## src/rtl/sprite_row_renderer.sv

```systemverilog
// Pixel-rate renderer for one horizontal row of identical scaled sprites with a run-time loaded,
// multi-frame bitmap. Optional collision latch enabled by defining SPRITE_ROW_COLLIDE_EN.
module sprite_row_renderer #(
    parameter int NUM_SPRITES = 11,
    parameter int SPR_W       = 12,
    parameter int SPR_H       = 8,
    parameter int SCALE       = 2,
    parameter int SPACING     = 32,
    parameter int NUM_FRAMES  = 2,
    parameter int X_W         = 10,
    localparam int FW = (NUM_FRAMES > 1) ? $clog2(NUM_FRAMES) : 1,
    localparam int RW = (SPR_H > 1) ? $clog2(SPR_H) : 1,
    localparam int IW = $clog2(NUM_SPRITES + 1)
) (
    input  logic                   clk,
    input  logic                   rst,
    input  logic                   start,
    input  logic                   line_end,
    input  logic [X_W-1:0]         row_x,
    input  logic [FW-1:0]          frame_sel,
    input  logic [X_W-1:0]         pixel_x,
    input  logic [NUM_SPRITES-1:0] alive,
    input  logic                   bm_we,
    input  logic [FW-1:0]          bm_frame,
    input  logic [RW-1:0]          bm_row,
    input  logic [SPR_W-1:0]       bm_data,
`ifdef SPRITE_ROW_COLLIDE_EN
    input  logic                   probe,
    input  logic                   collide_clr,
    output logic                   collide_valid,
    output logic [IW-1:0]          collide_idx,
`endif
    output logic                   spr_hit,
    output logic [IW-1:0]          spr_idx,
    output logic                   busy,
    output logic                   done
);

    localparam int XW   = (SPR_W > 1) ? $clog2(SPR_W) : 1;
    localparam int SW   = (SCALE > 1) ? $clog2(SCALE) : 1;
    localparam int CMPW = X_W + $clog2(NUM_SPRITES * SPACING);

    typedef enum logic [1:0] {S_IDLE, S_WAIT, S_DRAW, S_HOLD} state_t;

    state_t                 state_q, state_d;
    logic [RW-1:0]          y_q, y_d;
    logic [SW-1:0]          cy_q, cy_d;
    logic [XW-1:0]          x_q, x_d;
    logic [SW-1:0]          cx_q, cx_d;
    logic [IW-1:0]          k_q, k_d;
    logic [X_W-1:0]         row_q, row_d;
    logic [FW-1:0]          frame_q, frame_d;
    logic [NUM_SPRITES-1:0] alive_q, alive_d;
    logic                   hit_q, hit_d;
    logic [IW-1:0]          idx_q, idx_d;
    logic                   done_q, done_d;

    logic [SPR_W-1:0]       bitmap_q [NUM_FRAMES][SPR_H];
    logic [SPR_W-1:0]       row_word;
    logic [SPR_W-1:0]       row_sh;
    logic [NUM_SPRITES-1:0] alive_sh;
    logic [CMPW-1:0]        target;
    logic                   at_edge;
    logic                   last_line;
    logic                   frame_ok;
    logic                   bm_in_range;
    logic                   emit;
    logic                   pix;
    logic [XW-1:0]          cur_x;
    logic [SW-1:0]          cur_cx;

    assign bm_in_range = (32'(bm_frame) < NUM_FRAMES) && (32'(bm_row) < SPR_H);
    assign frame_ok    = 32'(frame_q) < NUM_FRAMES;
    assign row_word    = bitmap_q[frame_q][y_q];
    // Wide compare so sprites placed past the right edge never alias onto the screen.
    assign target      = CMPW'(row_q) + CMPW'(k_q) * CMPW'(SPACING);
    assign at_edge     = (CMPW'(pixel_x) == target);
    assign alive_sh    = alive_q >> k_q;
    assign last_line   = (y_q == RW'(SPR_H - 1)) && (cy_q == SW'(SCALE - 1));

    always_ff @(posedge clk) begin
        if (bm_we && bm_in_range) begin
            bitmap_q[bm_frame][bm_row] <= bm_data;
        end
    end

    always_comb begin
        state_d = state_q;
        y_d     = y_q;
        cy_d    = cy_q;
        x_d     = x_q;
        cx_d    = cx_q;
        k_d     = k_q;
        row_d   = row_q;
        frame_d = frame_q;
        alive_d = alive_q;
        hit_d   = 1'b0;
        idx_d   = '0;
        done_d  = 1'b0;
        emit    = 1'b0;
        cur_x   = x_q;
        cur_cx  = cx_q;
        row_sh  = '0;
        pix     = 1'b0;

        if (start) begin
            state_d = S_WAIT;
            y_d     = '0;
            cy_d    = '0;
            x_d     = '0;
            cx_d    = '0;
            k_d     = '0;
            row_d   = row_x;
            frame_d = frame_sel;
            alive_d = alive;
        end else if (line_end && state_q != S_IDLE) begin
            alive_d = alive;
            k_d     = '0;
            x_d     = '0;
            cx_d    = '0;
            if (last_line) begin
                state_d = S_IDLE;
                done_d  = 1'b1;
                y_d     = '0;
                cy_d    = '0;
            end else begin
                state_d = S_WAIT;
                if (cy_q == SW'(SCALE - 1)) begin
                    cy_d = '0;
                    y_d  = y_q + 1'b1;
                end else begin
                    cy_d = cy_q + 1'b1;
                end
            end
        end else begin
            case (state_q)
                S_WAIT: begin
                    if (k_q == IW'(NUM_SPRITES)) begin
                        state_d = S_HOLD;
                    end else if (at_edge) begin
                        if (alive_sh[0]) begin
                            emit   = 1'b1;
                            cur_x  = '0;
                            cur_cx = '0;
                        end else begin
                            k_d = k_q + 1'b1;
                        end
                    end
                end
                S_DRAW:  emit = 1'b1;
                default: ;
            endcase
        end

        // Column 0 is emitted from WAIT, so both states share the same column stepping.
        if (emit) begin
            row_sh = row_word << cur_x;
            pix    = row_sh[SPR_W-1] & frame_ok;
            hit_d  = pix;
            idx_d  = pix ? (k_q + 1'b1) : '0;
            if (cur_cx == SW'(SCALE - 1)) begin
                cx_d = '0;
                if (cur_x == XW'(SPR_W - 1)) begin
                    x_d     = '0;
                    k_d     = k_q + 1'b1;
                    state_d = S_WAIT;
                end else begin
                    x_d     = cur_x + 1'b1;
                    state_d = S_DRAW;
                end
            end else begin
                cx_d    = cur_cx + 1'b1;
                x_d     = cur_x;
                state_d = S_DRAW;
            end
        end
    end

    always_ff @(posedge clk) begin
        if (rst) begin
            state_q <= S_IDLE;
            y_q     <= '0;
            cy_q    <= '0;
            x_q     <= '0;
            cx_q    <= '0;
            k_q     <= '0;
            row_q   <= '0;
            frame_q <= '0;
            alive_q <= '0;
            hit_q   <= 1'b0;
            idx_q   <= '0;
            done_q  <= 1'b0;
        end else begin
            state_q <= state_d;
            y_q     <= y_d;
            cy_q    <= cy_d;
            x_q     <= x_d;
            cx_q    <= cx_d;
            k_q     <= k_d;
            row_q   <= row_d;
            frame_q <= frame_d;
            alive_q <= alive_d;
            hit_q   <= hit_d;
            idx_q   <= idx_d;
            done_q  <= done_d;
        end
    end

    assign spr_hit = hit_q;
    assign spr_idx = idx_q;
    assign busy    = (state_q != S_IDLE);
    assign done    = done_q;

`ifdef SPRITE_ROW_COLLIDE_EN
    logic          cv_q, cv_d;
    logic [IW-1:0] ci_q, ci_d;

    always_comb begin
        cv_d = cv_q;
        ci_d = ci_q;
        if (collide_clr) begin
            cv_d = 1'b0;
            ci_d = '0;
        end else if (!cv_q && probe && hit_d) begin
            cv_d = 1'b1;
            ci_d = idx_d;
        end
    end

    always_ff @(posedge clk) begin
        if (rst) begin
            cv_q <= 1'b0;
            ci_q <= '0;
        end else begin
            cv_q <= cv_d;
            ci_q <= ci_d;
        end
    end

    assign collide_valid = cv_q;
    assign collide_idx   = ci_q;
`endif

endmodule
```

## config.mk

```make
export PLATFORM = sky130hd
export DESIGN_NAME = sprite_row_renderer
export DESIGN_NICKNAME = d
export VERILOG_FILES = /design/src/rtl/sprite_row_renderer.sv
export SDC_FILE = /design/constraint.sdc
export NUM_CORES = 1
export LEC_CHECK = 0
export ABC_AREA = 1
export ABC_CLOCK_PERIOD_IN_PS = 3100
export CORE_MARGIN = 1
export CORE_UTILIZATION = 40
export DETAILED_ROUTE_END_ITERATION = 12
export GPL_ROUTABILITY_DRIVEN = 0
export SYNTH_ARGS = -nofsm -noshare
export SYNTH_HDL_FRONTEND = slang
export SYNTH_SLANG_ARGS = --single-unit
```

## constraint.sdc

```tcl
create_clock -name clk -period 3.1 [get_ports clk]
set_clock_uncertainty 0.2 [all_clocks]
set_input_delay 0.93 -clock clk [delete_from_list [all_inputs] [get_ports clk]]
set_output_delay 0.93 -clock clk [all_outputs]
set_load 0.05 [all_outputs]
```

=== Yosys cells after proc, flatten, opt, wreduce, memory -nomap -nowiden ===
Memory sizes are Yosys's and may differ from the RTL's. A register that Yosys moved wholly into a read port is not among the register bits.
Index checks and enable logic that the tools add are counted.
Widths: inputs -> output; s select.

* Flip-flop bits (word level): 43
* Bits in latches: 0
* RAM bits: 192
* Memory bits (read-only): 0
* Output and inout bits: 7
* Word-level logic and storage cells: 110
* Memories kept: 1

* Add/subtract/negate cells: 6
* $mul: 0
* Div/mod/pow operators: 0
* Order comparisons: 3
* Eq/ne operators: 6
* Shift operators: 2
* Multiplexer cells: 60
* Bitwise gates (word level): 5
* Reductions and logical operators: 15

{| class="wikitable"
|+ Memory list
! memory !! words !! width !! read ports !! clocked after Yosys merged registers in !! write ports !! line !! source
|-
| bitmap_q || 2 || 96 || 1 || 1 || 1 || 58 || <nowiki>logic [SPR_W-1:0] bitmap_q [NUM_FRAMES][SPR_H];</nowiki>
|}

{| class="wikitable"
|+ Operators with widths
! operator !! count
|-
| $mux 96 || 1
|-
| $mux 4 || 20
|-
| $bmux 12 s3 || 1
|-
| $demux 12 s3 || 1
|-
| $mux 12 || 3
|-
| $mux 1 || 22
|-
| $mux 11 || 2
|-
| $mux 2 || 7
|-
| $shl 12x4->12 || 1
|-
| $add 10x9->11 || 1
|-
| $eq 10x11->1 || 1
|-
| $shr 11x4->1 || 1
|-
| $add 4x1->4 const B || 2
|-
| $eq 4x4->1 const B || 2
|-
| $ge 4x4->1 const B || 2
|-
| $not 3->4 || 2
|-
| $reduce_bool 4->1 || 2
|-
| $mux 3 || 2
|-
| $reduce_bool 2->1 || 3
|-
| $reduce_or 3->1 || 2
|-
| $lt 4x1->1 const B || 1
|-
| $reduce_and 2->1 || 2
|-
| $reduce_or 2->1 || 2
|-
| $add 3x1->3 const B || 1
|-
| 8 further kinds || 13
|}

=== Depth between registers and ports, before layout ===
Gate-level depths: netlist of run 1.

* Depth in word-level cells: 11
* Gate-level depth with buffers: 24
* Gate-level depth less buffers: 23

=== Worst setup path before layout of run 1 ===
Ideal clock, no wire load.

* Path type: register to register
* Start point: register k_q[0]
* End point: register k_q[1]
* Library setup time: 0.115 ns
* Data arrival time: 2.589 ns
* Data required time: 2.785 ns
* Setup slack: 0.197 ns
* Cell stages (with the launch flop): 21
* Cell sequence: dfxtp_1 ha_1 fa_1 xnor2_1 nand3_1 nor2_1 nand3_1 nor2_2 nand3_2 buf_6 nand2_4 inv_1 ha_1 inv_1 nor2_1 nand2_1 nor2_2 nand2_2 nand2_1 o21bai_1 nor2_1

* Word-level cells in the longest chain between the ends: 11
* Elaborated cells between the ends (all ways): 33
* Those cells by class: 2 x add/sub; 3 x eq/ne; 1 x shift; 27 x mux

{| class="wikitable"
|+ RTL lines
! element !! line !! source
|-
| from (decl) || 50 || <nowiki>logic [IW-1:0] k_q, k_d;</nowiki>
|-
| from (signal assigned) || 199 || <nowiki>k_q <= k_d;</nowiki>
|-
| $add 10x9->11 or $shr 11x4->1 (tied branches) || 76, 78 ||
|-
| $eq 10x11->1 or $mux 4 (tied branches) || 77, 141 ||
|-
| $mux 4 || 140 || <nowiki>end else if (at_edge) begin</nowiki>
|-
| $mux 4 || 138 || <nowiki>if (k_q == IW'(NUM_SPRITES)) begin</nowiki>
|-
| $mux 4 || 136 || <nowiki>case (state_q)</nowiki>
|-
| $mux 4 || 116 || <nowiki>end else if (line_end && state_q != S_IDLE) begin</nowiki>
|-
| $mux 4 || 106 || <nowiki>if (start) begin</nowiki>
|-
| $eq 4x4->1 || 163 || <nowiki>if (cur_x == XW'(SPR_W - 1)) begin</nowiki>
|-
| $mux 4 || 163 ||
|-
| $mux 4 || 161 || <nowiki>if (cur_cx == SW'(SCALE - 1)) begin</nowiki>
|-
| $mux 4 (*) || 156 || <nowiki>if (emit) begin</nowiki>
|}

Every way passes the cells marked *; elsewhere a longest branch is shown, timed or not.
A chain may end at the register's enable or synchronous reset.

=== Final worst setup path of run 1 ===
Same ends and word-level chain as after synthesis.

==> results of run 1 <==
-- power by group through the flow --
stage / Clock, mW / Combinational, mW / Sequential [mW]
floorplan: 0 / 0.249 / 3.59
global placement: 0 / 0.456 / 3.59
detailed placement: 0 / 0.462 / 3.60
CTS: 2.85 / 0.464 / 3.53
global route: 2.98 / 0.524 / 3.53
finish: 2.79 / 0.468 / 3.53
-- cell usage after synthesis (all sizes together) --
cell      n
a211oi    2
a21oi    27
a22o      1
buf      19
clkbuf   29
clkinv    1
dfxtp    44
edfxtp  192
fa        1
ha       11
inv      62
nand2   116
nand3    62
nand3b    1
nand4     2
nor2    179
nor3      8
nor3b     1
o211ai    9
o21ai   139
o21bai    1
o221ai   19
o22ai    16
xnor2     8
xor2      1
-- worst max-delay path, stage by stage, from the launching register on --
cell and delay [ns]:
sky130_fd_sc_hd__dfxtp_4 0.36, sky130_fd_sc_hd__ha_4 0.16, sky130_fd_sc_hd__fa_2 0.38, sky130_fd_sc_hd__nand2_2 0.08, sky130_fd_sc_hd__buf_4 0.11, sky130_fd_sc_hd__nand3b_1 0.07
sky130_fd_sc_hd__nand2_1 0.10, sky130_fd_sc_hd__nor2_2 0.05, sky130_fd_sc_hd__nand3_1 0.07, sky130_fd_sc_hd__nor2_2 0.05, sky130_fd_sc_hd__nand3_2 0.11, sky130_fd_sc_hd__nand2_2 0.08
sky130_fd_sc_hd__inv_2 0.08, sky130_fd_sc_hd__ha_4 0.13, sky130_fd_sc_hd__inv_2 0.03, sky130_fd_sc_hd__nor2_2 0.12, sky130_fd_sc_hd__nand2_2 0.08, sky130_fd_sc_hd__nor2_4 0.17
sky130_fd_sc_hd__nand2_4 0.10, sky130_fd_sc_hd__buf_12 0.14, sky130_fd_sc_hd__a21oi_1 0.12, sky130_fd_sc_hd__nor2_1 0.06
-- flip-flops by register name, summed over array words and instances, names as in the netlist, named ones only --
register and count:
k_q 4, bitmap_q 192, row_q 10, spr_idx 4, y_q 3, x_q 4
alive_q 11, cx_q 1, frame_q 1, done 1, state_q 2, spr_hit 1
cy_q 1
-- metal layers --
layer | vias up | global-route usage, %
met5 | - | 0
met4 | 0 | 5.24
met3 | 41 | 3.07
met2 | 193 | 31.6
met1 | 3435 | 26.4
li1 | 3531 | -
-- worst paths after layout --
| check | slack, ns | endpoint |
|---|---|---|
| worst max register to register | 0.12 | k_q[1] |
| worst max-delay path | 0.12 | k_q[1] |
| worst min-delay path | 0.25 | alive_q[5] |
| worst min register to register | 0.25 | alive_q[5] |
-- per-stage QoR --
stage               setup slack (ns)  instances  cell area (um^2)
global placement              -0.287       1340             11400
floorplan                      0.197        951             10000
CTS                          0.00282       1383             12100
finish                         0.125       1386             12300
detailed placement            -0.361       1340             11400
global route                 -0.0179       1386             12300
-- cell usage in the layout, fill, tap and decap left out, drive strengths merged, types with 27 or more instances in the layout --
cell	n
edfxtp	192
dfxtp	44
nand2	116
a21oi	27
nor2	179
inv	63
o21ai	139
buf	57
nand3	62
clkbuf	32
clkdlybuf4s50	58
-- layout make-up --
type / count / area, um^2 / area share, %
inverter: 63 / 236 / 1.93
timing repair buffer: 116 / 1100 / 9.00
clock inverter: 11 / 105 / 0.856
sequential: 236 / 6650 / 54.2
tap: 324 / 405 / 3.30
multi-input combinational: 604 / 3120 / 25.4
clock buffer: 32 / 652 / 5.31
-- cells by family (layout without fill, tap and decap cells) --
| logic type | Yosys count | after routing | share of synthesized area, % |
|---|---|---|---|
| AND/OR/NAND/NOR | 369 | 369 | 15.2 |
| flip-flops | 236 | 236 | 66.1 |
| AO/OA/AOI/OAI | 214 | 214 | 11.9 |
| buffers and inverters | 111 | 222 | 4.43 |
| adder cells (fa/ha/maj) | 12 | 12 | 1.57 |
| XOR/XNOR | 9 | 9 | 0.784 |
-- repair_timing --
action	in CTS	in global routing
setup endpoints to repair	3	12
setup buffers	0	3
gates resized for setup	3	34
pin swaps	1	13
==> impl_table.tex, run 1 <==
\begin{tabular}{lr}
\hline
Metric & Value \\
\hline
\multicolumn{2}{l}{\textbf{Pwr}} \\
Final Power & 6.79 mW \\
Net switching share of the total power & 22.5\% \\
Power share of the combinational group & 6.9\% \\
Internal & 5.26 mW \\
LEAKAGE & 4.44 nW \\
Peak supply drop & 441 uV \\
Areal power density over the cells & 553 mW/mm\^{}2 \\
Switching pwr & 1.53 mW \\
Sequential fraction of design power & 52.0\% \\
Proportion of power drawn by the clock network & 41.1\% \\
\multicolumn{2}{l}{\textbf{Synthesis}} \\
Share of synthesized area occupied by flip-flops and latches & 66.1\% \\
Yosys warnings & 0 \\
Instance count of the mapped netlist & 951 \\
Post-synthesis instance area & 0.0100 mm\^{}2 \\
Number of unique standard cell types used by synthesis & 35 \\
Net count of the mapped netlist & 1016 \\
Library cell occupying the most area in the post-synthesis netlist & sky130\_fd\_sc\_hd\_\_edfxtp\_1 \\
Mean post-synth cell area & 10.6 um\^{}2 \\
Synth top area share & 57.4\% \\
\#FFs+latches synth & 236 \\
Top cells by area in the synthesized netlist & sky130\_fd\_sc\_hd\_\_edfxtp\_1 (57\%), sky130\_fd\_sc\_hd\_\_dfxtp\_1 (8.8\%), sky130\_fd\_sc\_hd\_\_nor2\_1 (6.5\%) \\
\multicolumn{2}{l}{\textbf{Global route}} \\
GRT Residual Overflow & 0 \\
Number of global-route vias before repair & 7004 \\
Antenna violations before repair & 0 \\
Largest net degree at the start of global routing & 98 \\
Overall global routing resource usage & 19.2\% \\
Wire length of the first global-routing pass & 38500 um \\
\multicolumn{2}{l}{\textbf{Flow run}} \\
Max capacitance violation total & 0 \\
\multicolumn{2}{l}{\textbf{Placement}} \\
Number of I/O port buffers & 59 \\
Estimated wirelength of the detail-placed design & 14600 um \\
\multicolumn{2}{l}{\textbf{Worst setup path}} \\
Reg-to-Reg Start & k\_q[0] \\
Kind of start point of the critical path & flop \\
Worst setup path start & k\_q[0] \\
Data required time at the worst endpoint & 3.32 ns \\
Category of the critical setup timing path & reg2reg \\
Data arrival, critical path & 3.20 ns \\
Peak fanout along the critical path & 4 \\
Reg2reg path depth & 21 \\
Type of element capturing the critical path & flop \\
\multicolumn{2}{l}{\textbf{Routing}} \\
Number of DRC markers after the initial detailed-route iteration & 678 \\
Post-route met1 wirelength & 11100 um \\
Wire length after detailed routing & 24600 um \\
Per-cell routed wire length & 17.7 um \\
Drc violations & 0 \\
Routed vias/inst & 5.19 \\
Wire length on met2 & 11500 um \\
DR top layer & met4 \\
Met3 wirelength from detailed routing & 1390 um \\
Number of vias in the routed layout & 7200 \\
Number of iterations in the first detailed-routing pass & 5 \\
DRT antenna net count & 0 \\
\multicolumn{2}{l}{\textbf{CTS}} \\
CTS tree & done \\
CTS Root Buffer Type & sky130\_fd\_sc\_hd\_\_clkbuf\_16 \\
Inserted Clock Buffers & 25 \\
Latest clock arrival within the worst-skew pair & 0.53 ns \\
Cts-stage hold buffer count & 0 \\
Sink count of the clock tree & 236 \\
Clock-pin transition on the worst setup and hold timing paths & 0.06 ns \\
Max Buffers Root-to-Sink & 3 \\
H-Tree Depth & 1 \\
\multicolumn{2}{l}{\textbf{Timing}} \\
Clock period minus worst slack & 2.98 ns \\
Hold WS & 0.253 ns \\
Fmax & 336 MHz \\
Setup violation total in the final timing report & 0 \\
Relative slew margins & 57.3\% \\
Final hold violations & 0 \\
Actual slew at the worst max-slew pin & 0.640 ns \\
Final cycle utilization of the critical path & 96.0\% \\
Setup TNS & 0 ns \\
Fin. max-slew vios & 0 \\
\multicolumn{2}{l}{\textbf{Floorplanning}} \\
Die ar. & 0.0258 mm\^{}2 \\
Overall die height & 161 um \\
Die outline width & 161 um \\
I/O pin total & 60 \\
CORE AREA & 0.0245 mm\^{}2 \\
Initial Util & 41.1\% \\
Count of standard-cell rows & 57 \\
\multicolumn{2}{l}{\textbf{Worst hold path}} \\
Hold WC Path Type & reg2reg \\
Worst Hold Path Cells & 2 \\
Worst hold path startpoint & alive\_q[5] \\
\multicolumn{2}{l}{\textbf{Outcome}} \\
Outcome & completed \\
\multicolumn{2}{l}{\textbf{Finish}} \\
Final Net Count & 1111 \\
P\&R area growth vs syn & 22.2\% \\
Final core occ & 50.2\% \\
Layout cells sized above 1 & 13.2\% \\
Number of fillers in the final layout & 2185 \\
N\_diodes & 0 \\
\hline
\end{tabular}
Note: power is estimated with default switching activity, not from simulation.
==> run 2: changes to the inputs <==
CTS_CLUSTER_DIAMETER = 60   (was default)
==> impl_table.tex, run 2 (same netlist as run 1, synthesis figures left out) <==
\begin{tabular}{lr}
\hline
Metric & Value \\
\hline
\multicolumn{2}{l}{\textbf{Outcome}} \\
Outcome & completed \\
\multicolumn{2}{l}{\textbf{Placement}} \\
Cell area after placement & 0.0114 mm\^{}2 (unchanged) \\
Placed cell count & 1340 (unchanged) \\
Estimated wirelength of the detail-placed design & 14600 um (unchanged) \\
Number of I/O port buffers & 59 (unchanged) \\
\multicolumn{2}{l}{\textbf{Routing}} \\
Per-cell routed wire length & 17.4 um (-1.6\%) \\
Number of DRC markers after the initial detailed-route iteration & 688 (+1.5\%) \\
Routed vias/inst & 5.18 (-0.36\%) \\
Wire length after detailed routing & 24300 um (-1.2\%) \\
Drc violations & 0 (unchanged) \\
Number of vias in the routed layout & 7200 (unchanged) \\
Number of iterations in the first detailed-routing pass & 5 (unchanged) \\
DRT antenna net count & 0 (unchanged) \\
\multicolumn{2}{l}{\textbf{Finish}} \\
Final Net Count & 1114 (+0.27\%) \\
Post-route non-filler standard cell count & 1391 (+0.36\%) \\
Layout cells sized above 1 & 12.8\% (-0.34 points) \\
Number of flip-flops in the largest register & 192 (unchanged) \\
Largest reg by FF count & bitmap\_q \\
Biggest registers after layout & bitmap\_q (192), alive\_q (11), row\_q (10) \\
Final core occ & 50.3\% (+0.051 points) \\
N\_diodes & 0 (unchanged) \\
Post-route standard cell area excluding fillers & 0.0123 mm\^{}2 (+0.10\%) \\
P\&R area growth vs syn & 22.3\% \\
Commonest non-fill, non-tap cell in the layout & sky130\_fd\_sc\_hd\_\_edfxtp\_1 \\
Most frequent cells in the layout & sky130\_fd\_sc\_hd\_\_edfxtp\_1 (192), sky130\_fd\_sc\_hd\_\_nor2\_1 (172), sky130\_fd\_sc\_hd\_\_o21ai\_0 (131), sky130\_fd\_sc\_hd\_\_nand2\_1 (105) \\
\multicolumn{2}{l}{\textbf{Timing}} \\
Final hold violations & 0 (unchanged) \\
Fmax & 339 MHz (+0.74\%) \\
Setup violation total in the final timing report & 0 (unchanged) \\
Actual slew at the worst max-slew pin & 0.632 ns (-0.00896 ns) \\
Clock period minus worst slack & 2.95 ns (-0.0218 ns) \\
Setup TNS & 0 ns (unchanged) \\
Relative slew margins & 57.9\% (+0.60 points) \\
Final cycle utilization of the critical path & 95.3\% (-0.70 points) \\
Fin. max-slew vios & 0 (unchanged) \\
\multicolumn{2}{l}{\textbf{CTS}} \\
CTS Root Buffer Type & sky130\_fd\_sc\_hd\_\_clkbuf\_16 \\
Inserted Clock Buffers & 27 (+8.0\%) \\
Clock-pin transition on the worst setup and hold timing paths & 0.05 ns (about the same) \\
Latest clock arrival within the worst-skew pair & 0.53 ns (about the same) \\
H-Tree Depth & 1 (unchanged) \\
CTS tree & done \\
Max Buffers Root-to-Sink & 3 (unchanged) \\
Cts-stage hold buffer count & 0 (unchanged) \\
Sink count of the clock tree & 236 (unchanged) \\
\multicolumn{2}{l}{\textbf{Worst setup path}} \\
Data required time at the worst endpoint & 3.32 ns (about the same) \\
Cell with the largest stage delay on the worst path & sky130\_fd\_sc\_hd\_\_fa\_2 \\
Peak fanout along the critical path & 4 (unchanged) \\
Category of the critical setup timing path & reg2reg \\
Data arrival, critical path & 3.17 ns (-0.03 ns) \\
Cells along the critical path & ha\_4 > fa\_2 > nand2\_2 > buf\_4 > nand3b\_1 > nand2\_1 > nor2\_2 > nand3\_1 > nor2\_2 > nand3\_2 > nand2\_2 > inv\_2 > ha\_2 > inv\_2 > nor2\_2 > nand2\_2 > nor2\_4 > nand2\_4 > buf\_12 > a21oi\_1 > nor2\_1 \\
Kind of start point of the critical path & flop \\
Count of buffer and inverter cells on the critical path & 4 (unchanged) \\
Cell family with the largest share of critical-path delay & simple AND/OR/NAND/NOR gates \\
Type of element capturing the critical path & flop \\
Critical path's largest stage delay & 0.38 ns (about the same) \\
\multicolumn{2}{l}{\textbf{Global route}} \\
GRT Residual Overflow & 0 (unchanged) \\
Overall global routing resource usage & 19.3\% (+0.092 points) \\
Wire length of the first global-routing pass & 38700 um (+0.48\%) \\
Antenna violations before repair & 0 (unchanged) \\
Largest net degree at the start of global routing & 98 (unchanged) \\
Number of global-route vias before repair & 7062 (+0.83\%) \\
\multicolumn{2}{l}{\textbf{Worst hold path}} \\
Hold WC Path Type & reg2reg \\
\multicolumn{2}{l}{\textbf{Pwr}} \\
Areal power density over the cells & 557 mW/mm\^{}2 (+0.73\%) \\
Peak supply drop & 443 uV (+0.42\%) \\
LEAKAGE & 4.48 nW (+0.88\%) \\
Final Power & 6.85 mW (+0.83\%) \\
\multicolumn{2}{l}{\textbf{Flow run}} \\
Max capacitance violation total & 0 (unchanged) \\
\multicolumn{2}{l}{\textbf{Floorplanning}} \\
Overall die height & 161 um (unchanged) \\
I/O pin total & 60 (unchanged) \\
Die outline width & 161 um (unchanged) \\
Count of standard-cell rows & 57 (unchanged) \\
CORE AREA & 0.0245 mm\^{}2 (unchanged) \\
Initial Util & 41.1\% (unchanged) \\
Die ar. & 0.0258 mm\^{}2 (unchanged) \\
\hline
\end{tabular}
-- run 2: worst reg2reg max path, stage by stage, from the launching register on --
cell and delay, ns:
sky130_fd_sc_hd__dfxtp_4 0.36, sky130_fd_sc_hd__ha_4 0.16, sky130_fd_sc_hd__fa_2 0.38, sky130_fd_sc_hd__nand2_2 0.10
sky130_fd_sc_hd__buf_4 0.11, sky130_fd_sc_hd__nand3b_1 0.07, sky130_fd_sc_hd__nand2_1 0.09, sky130_fd_sc_hd__nor2_2 0.05
sky130_fd_sc_hd__nand3_1 0.08, sky130_fd_sc_hd__nor2_2 0.05, sky130_fd_sc_hd__nand3_2 0.11, sky130_fd_sc_hd__nand2_2 0.08
sky130_fd_sc_hd__inv_2 0.06, sky130_fd_sc_hd__ha_2 0.16, sky130_fd_sc_hd__inv_2 0.03, sky130_fd_sc_hd__nor2_2 0.12
sky130_fd_sc_hd__nand2_2 0.08, sky130_fd_sc_hd__nor2_4 0.15, sky130_fd_sc_hd__nand2_4 0.09, sky130_fd_sc_hd__buf_12 0.13
sky130_fd_sc_hd__a21oi_1 0.12, sky130_fd_sc_hd__nor2_1 0.06
-- run 2: worst paths after layout --
| check | cells after the start | slack [ns] | start | endpoint |
|---|---|---|---|---|
| hold / removal | 2 | 0.25 | alive_q[4] | alive_q[4] |
| setup reg to reg | 21 | 0.15 | k_q[0] | k_q[1] |
| hold reg to reg | 2 | 0.25 | alive_q[4] | alive_q[4] |
| setup / recovery | 21 | 0.15 | k_q[0] | k_q[1] |
-- run 2: what timing repair did --
item,in CTS,in global routing
buffers inserted,1,3
pin swaps,4,11
setup endpoints to repair,6,11
resized for setup,6,24
endpoints found under the hold margin,0,0
-- run 2: layer usage --
| metal | vias up | global-route usage (%) | share of wire, % | routed length (um) |
|---|---|---|---|---|
| li1 | 3545 | - | - | - |
| met1 | 3420 | 26.5 | 45 | 10900 |
| met2 | 196 | 31.8 | 47 | 11400 |
| met3 | 39 | 2.89 | 5.6 | 1370 |
| met4 | 0 | 5.50 | 2.2 | 522 |
| met5 | - | 0 | 0 | 0 |
-- run 2: final cells by class --
class	instances	area, um^2
fillers	2177	12200
flip-flops and latches	236	6650
multi-input cells	604	3090
repair buffers	117	1120
clock buffers	39	741
well taps	324	405
inverters	63	236
clock inverters	8	53.8
-- run 2: stage by stage --
stage / hold slack [ns] / setup slack, ns
global route: 0.273 / -0.000467
floorplan: 0.229 / 0.197
finish: 0.253 / 0.147
global placement: 0.243 / -0.287
detailed placement: 0.247 / -0.361
CTS: 0.254 / 0.0239
-- run 2: power breakdown --
group | switching, mW | internal (mW) | total [mW]
clock network | 1.20 | 1.65 | 2.85
registers | 0.0251 | 3.50 | 3.53
logic | 0.282 | 0.182 | 0.464
total | 1.51 | 5.34 | 6.85
